File: src/rtl/mem_arbiter.sv
// mem_arbiter: arbitrates a single RAM port between an icache (read only) and a
// dcache (read/write). Only one grant is outstanding at a time. The dcache wins
// simultaneous requests. The RAM signals completion by reporting ACCESS on ramstate.
//
// Optional feature, selected by defining MEM_ARBITER_STARVE_GUARD_EN:
//   icache starvation guard. After four back-to-back dcache completions that
//   occurred while the icache was waiting, the next arbitration goes to the icache.
//   With the macro undefined, the dcache has strict priority and no counter exists.
//
// Ports
//   CLK       in   1   rising-edge clock
//   RST       in   1   synchronous active-high reset
//   iREN      in   1   icache read request
//   dREN      in   1   dcache read request
//   dWEN      in   1   dcache write request (a write wins over a read)
//   iaddr     in   32  icache word address
//   daddr     in   32  dcache word address
//   dstore    in   32  dcache write data
//   iwait     out  1   icache stall; low only in the cycle its access completes
//   dwait     out  1   dcache stall; low only in the cycle its access completes
//   iload     out  32  last completed icache read data (registered)
//   dload     out  32  last completed dcache read data (registered)
//   ramREN    out  1   RAM read enable
//   ramWEN    out  1   RAM write enable
//   ramaddr   out  32  RAM address
//   ramstore  out  32  RAM write data
//   ramload   in   32  RAM read data
//   ramstate  in   2   RAM status: 0 FREE, 1 BUSY, 2 ACCESS, 3 ERROR
//   memerr    out  1   sticky RAM error flag, cleared only by reset
module mem_arbiter (
  input  logic        CLK,
  input  logic        RST,
  input  logic        iREN,
  input  logic        dREN,
  input  logic        dWEN,
  input  logic [31:0] iaddr,
  input  logic [31:0] daddr,
  input  logic [31:0] dstore,
  output logic        iwait,
  output logic        dwait,
  output logic [31:0] iload,
  output logic [31:0] dload,
  output logic        ramREN,
  output logic        ramWEN,
  output logic [31:0] ramaddr,
  output logic [31:0] ramstore,
  input  logic [31:0] ramload,
  input  logic [1:0]  ramstate,
  output logic        memerr
);

  localparam logic [1:0] RamFree   = 2'd0;
  localparam logic [1:0] RamBusy   = 2'd1;
  localparam logic [1:0] RamAccess = 2'd2;
  localparam logic [1:0] RamError  = 2'd3;

  typedef enum logic [1:0] {
    StIdle   = 2'd0,
    StDGrant = 2'd1,
    StIGrant = 2'd2
  } state_e;

  state_e      state_q;
  logic [31:0] iload_q;
  logic [31:0] dload_q;
  logic        memerr_q;

  logic d_req;
  logic d_done;
  logic i_done;
  logic starve_force;

  assign d_req = dREN | dWEN;

  // A completion needs the owner to still be requesting; a request dropped in the
  // ACCESS cycle is treated as an abort, so no wait pulse and no load update.
  assign d_done = (state_q == StDGrant) && d_req && (ramstate == RamAccess);
  assign i_done = (state_q == StIGrant) && iREN && (ramstate == RamAccess);

`ifdef MEM_ARBITER_STARVE_GUARD_EN
  // Consecutive dcache completions seen while the icache was waiting.
  logic [2:0] starve_q;

  assign starve_force = (starve_q == 3'd4) && iREN;

  always_ff @(posedge CLK) begin
    if (RST) begin
      starve_q <= 3'd0;
    end else if (!iREN || i_done) begin
      starve_q <= 3'd0;
    end else if ((state_q == StIdle) && starve_force) begin
      // The forced icache grant consumes the accumulated count.
      starve_q <= 3'd0;
    end else if (d_done && (starve_q != 3'd4)) begin
      starve_q <= starve_q + 3'd1;
    end
  end
`else
  assign starve_force = 1'b0;
`endif

  // Arbitration FSM plus the registered load data and error flag.
  always_ff @(posedge CLK) begin
    if (RST) begin
      state_q  <= StIdle;
      iload_q  <= 32'd0;
      dload_q  <= 32'd0;
      memerr_q <= 1'b0;
    end else begin
      unique case (state_q)
        StIdle: begin
          if (starve_force) begin
            state_q <= StIGrant;
          end else if (d_req) begin
            state_q <= StDGrant;
          end else if (iREN) begin
            state_q <= StIGrant;
          end
        end

        StDGrant: begin
          if (!d_req) begin
            state_q <= StIdle;
          end else begin
            case (ramstate)
              RamAccess: begin
                // Writes complete without touching the read-data register.
                if (!dWEN) begin
                  dload_q <= ramload;
                end
                state_q <= StIdle;
              end
              RamError: begin
                // Drop the grant; the still-asserted request is re-arbitrated.
                memerr_q <= 1'b1;
                state_q  <= StIdle;
              end
              RamFree, RamBusy: ;
              default: ;
            endcase
          end
        end

        StIGrant: begin
          if (!iREN) begin
            state_q <= StIdle;
          end else begin
            case (ramstate)
              RamAccess: begin
                iload_q <= ramload;
                state_q <= StIdle;
              end
              RamError: begin
                memerr_q <= 1'b1;
                state_q  <= StIdle;
              end
              RamFree, RamBusy: ;
              default: ;
            endcase
          end
        end

        default: state_q <= StIdle;
      endcase
    end
  end

  // RAM request side decoded from the current owner. Held quiet while reset is
  // asserted so an abandoned grant never reaches the RAM.
  always_comb begin
    ramREN   = 1'b0;
    ramWEN   = 1'b0;
    ramaddr  = 32'd0;
    ramstore = 32'd0;
    if (!RST) begin
      unique case (state_q)
        StDGrant: begin
          ramaddr  = daddr;
          ramstore = dstore;
          ramWEN   = dWEN;
          ramREN   = dREN & ~dWEN;
        end
        StIGrant: begin
          ramaddr = iaddr;
          ramREN  = 1'b1;
        end
        default: ;
      endcase
    end
  end

  // Stall outputs release combinationally in the completing cycle only.
  assign iwait  = ~(i_done & ~RST);
  assign dwait  = ~(d_done & ~RST);

  assign iload  = iload_q;
  assign dload  = dload_q;
  assign memerr = memerr_q;

endmodule

File: config.mk
export PLATFORM = sky130hd
export DESIGN_NAME = mem_arbiter
export DESIGN_NICKNAME = d
export VERILOG_FILES = /design/src/rtl/mem_arbiter.sv
export SDC_FILE = /design/constraint.sdc
export NUM_CORES = 1
export LEC_CHECK = 0
export BUFFER_PORTS_ARGS = -buffer_cell sky130_fd_sc_hd__buf_2
export CAP_MARGIN = 15
export CORE_AREA = 2 2 105 107
export CTS_BUF_LIST = sky130_fd_sc_hd__clkbuf_8
export DETAILED_ROUTE_END_ITERATION = 8
export DIE_AREA = 0 0 107 109
export PLACE_DENSITY = 0.7
export SLEW_MARGIN = 20
export SYNTH_ARGS = -nofsm -noshare
export SYNTH_HDL_FRONTEND = slang
export SYNTH_SLANG_ARGS = --single-unit
File: constraint.sdc
create_clock -name CLK -period 1.83 [get_ports CLK]
set_input_delay 0.4575 -clock CLK [delete_from_list [all_inputs] [get_ports CLK]]
set_output_delay 0.4575 -clock CLK [all_outputs]
set_load 0.02 [all_outputs]
==> impl_results.md <==
- Post-route insts no fill: 841
- Synth Warn #: 0
- Crit start category: register
- Synth Area in Adders: 0.0153
- Post-Synth XOR/XNOR Area: 0
- R2R Setup Slk: 0.21 ns
- Rel. slew slack: 0.577
- Slowest-stage cell, CP: dfxtp_4
- Fmax: 481 MHz
- WP buf/inv: 3
- Synth Area in Compound Gates: 0.244
- Synth cell count leaders: dfxtp_1, nand2_1, a21oi_1
- Simple-gate area share of the yosys netlist: 0.254
- Clock skew: 0.00795 ns
- Worst path required time: 1.37 ns
- DIE AREA: 11700 sq um
- Initial drt markers: 188
- Drt total wl: 14300 um
- Critical path type: reg -> out
- First-pass GRT wire length: 19300 um
- Worst path arrival time: 1.62 ns
- LEAKAGE: 2.56 nW
- Final design utilization: 0.549
- Vias in the first global route: 3856
- Clock sinks: 67
- Gate count after technology mapping: 437
- CTS tree: done
- # setup viols final: 68
- Routed via count: 4220
- Critical Path Fanout Max: 6
- FF-to-FF path depth: 6
- Hold buffers post-CTS: 0
- CTS root buf: clkbuf_8
- Largest net degree at the start of global routing: 61
- Hold crit path type: in -> reg
- Total power: 3.72 mW
- Storage element area: 1350 sq um
- Final period util: 1.14
- Slew @ Worst Pin: between 0.6 and 0.7 ns
- Post-synthesis mux area share: 0
- Max-cap viol count: 0
- Violated checks: negative setup slack
- Yosys cell types: 30
- Hold path cells: 3
- Power Density: 639 nW/um^2
- Drc violations: 0
- CP top delay family: buffers and inverters
- Number of buffers created by CTS: 9
- RSZ-0062 raised after global routing: yes
- Placed Cells incl. Taps: 815
- RR Startpoint: state_q[1]
- Run status: finished, violations left
- Total GRT Usage: 0.212
- Initial antenna violation count: 0
- Sequential area share after synthesis: 0.409
- DR vias/cell: 5.02
- Reg2reg end: iload[20]
- Max IR drop VDD: 0.282 mV
- DR pass1 iterations: 5
- Chip Width: 107 um
- Synth area leader: dfxtp_1
- Most common cell in the netlist: dfxtp_1
- Detailed placer's ending HPWL: 9600 um
- Largest family of logic cells by synthesized area: simple AND/OR/NAND/NOR gates
- Clock latency on the worst-skew pair: 0.33 ns
- Synth top area share: 0.409
- Critical-path cell list: buf_6, ha_4, buf_12, a22oi_2, nor2_1, buf_4
- Async SR Flop Fraction: 0
- Synth top area cells: dfxtp_1, a21oi_1, nand2_1
- Remaining antenna violation count after routing: 0
- Initial core utilization: 0.309
- Worst path max stage delay: 0.36 ns
- Min Tclk post-route: about 2.1 ns
- Share of cells above drive strength 1: 0.567
- Buffers on Ports: 267
- Ports: about 270
- Syn Nets: 576
- Syn Std Cell Area: 3280 sq um
- Area of the multi-input gates: about 2000 sq um
- Placer Congestion: 0.853
- Synth Flop Type: dfxtp_1
- Syn_area_per_cell: 7.50 sq um
- Area of the core: 10600 sq um
- End of the worst hold path: iload[12]
- H-Tree Level Count: 3
- Nature of the critical path endpoint: primary output
- Hold Slack: 0.363 ns
- Final count of hold timing violations: 0
- CTS clock-pin slew for the worst setup and hold paths: 0.08 ns
- Nets: ~830
- Die Height: 109 um
- Flops & latches, synth: 67
- Post-synth EDFFs: 0
- Final worst setup slack: -0.249 ns
- Clock buffer depth: 2
- Slew Viols, Final: 0
- Grt ovf: 0
- Syn-to-layout area delta: 77.7%
- Post-DR wirelength/cell: 17.1 um
- # rows: 38
- Filler cells: 971
- Worst hold start: ramload[12]
## cell families after synthesis
logic type      count (synthesis)
compound gates                139
fa+ha+maj                       4
buf+inv                        49
flops                          67
simple gates                  178
## worst register-to-register path: cells and delay by family (launching register included)
| kind | cells | cell delay, ns |
|---|---|---|
| buffers and inverters | 2 | 0.44 |
| and+or+nand+nor | 2 | 0.38 |
| DFF | 1 | 0.37 |
| adders and majority gates | 1 | 0.22 |
| AOI/OAI and AO/OA | 1 | 0.14 |
## routing by layer
metal | vias to the layer above | share of wire | GRT usage
met1 | 1994 | 0.39 | 0.257
li1 | 2017 | - | -
met3 | 19 | 0.057 | 0.0365
met4 | 0 | 0.020 | 0.0742
met5 | - | 0 | 0
met2 | 190 | 0.53 | 0.379
## repair_timing
action,4_1_cts,5_1_grt
setup buffers,1,1
gates resized for setup,86,138
gates cloned,1,6
setup endpoints to repair,68,68
pin swaps,3,21
## state kept, by name (all words and copies together) (netlist names)
| register | flops |
|---|---|
| dload | 32 |
| state_q | 2 |
| memerr | 1 |
| iload | 32 |
## stage by stage
| step | cell area [sq um] | worst slack [ns] | TNS, ns |
|---|---|---|---|
| floorplan | 3280 | 0.0213 | 0 |
| global placement | 4700 | -0.0592 | -0.0592 |
| detailed placement | 4700 | -0.106 | -0.217 |
| CTS | 5250 | -0.253 | -14.44 |
| global route | 5820 | -0.303 | -17.98 |
| finish | 5820 | -0.249 | -13.93 |
## worst max-delay path by stage
| stage | startpoint | end | slack (ns) | cells past startpoint |
|---|---|---|---|---|
| floorplan | state_q[0] | ramaddr[22] | 0.02 | 6 |
| global placement | state_q[0] | ramaddr[31] | -0.06 | 6 |
| detailed placement | state_q[0] | ramaddr[31] | -0.11 | 6 |
| CTS | state_q[1] | ramstore[16] | -0.25 | 6 |
| global route | state_q[1] | ramstore[11] | -0.30 | 6 |
| finish | state_q[1] | ramaddr[31] | -0.25 | 6 |
## where the power goes
part | switching, mW | internal (mW) | total, mW
Sequential | 0.0121 | 1.47 | 1.48
Combinational | 0.475 | 0.414 | 0.889
Clock | 0.585 | 0.765 | 1.35
Total | 1.07 | 2.65 | 3.72
## final cells by class
class | instances | area share
clock inverters | 7 | 0.0159
flip-flops and latches | 67 | 0.232
repair buffers | 291 | 0.350
diodes | 1 | 0.000430
well taps | 140 | 0.0301
inverters | 5 | 0.00409
clock buffers | 9 | 0.0213
multi-input cells | 321 | 0.346
## layout by cell type (no fill, tap or decap), types with 2 or more instances in the layout
master and instances:
buf_2 201, nand2_1 66, a21oi_1 65, dfxtp_1 65, buf_6 54, o21ai_0 33
nand3_1 32, and2_4 29, a22oi_2 27, buf_4 26, nor2_2 20, nor2_1 12
clkbuf_8 9, a22oi_1 5, buf_12 5, and2_1 4, inv_1 4, clkbuf_16 4
nor2_4 3, nand2b_1 3, ha_4 3, inv_4 2, o211ai_1 2, a211oi_1 2
clkinvlp_4 2, bufinv_16 2, dfxtp_4 2
(Power assumes the default switching activity.)
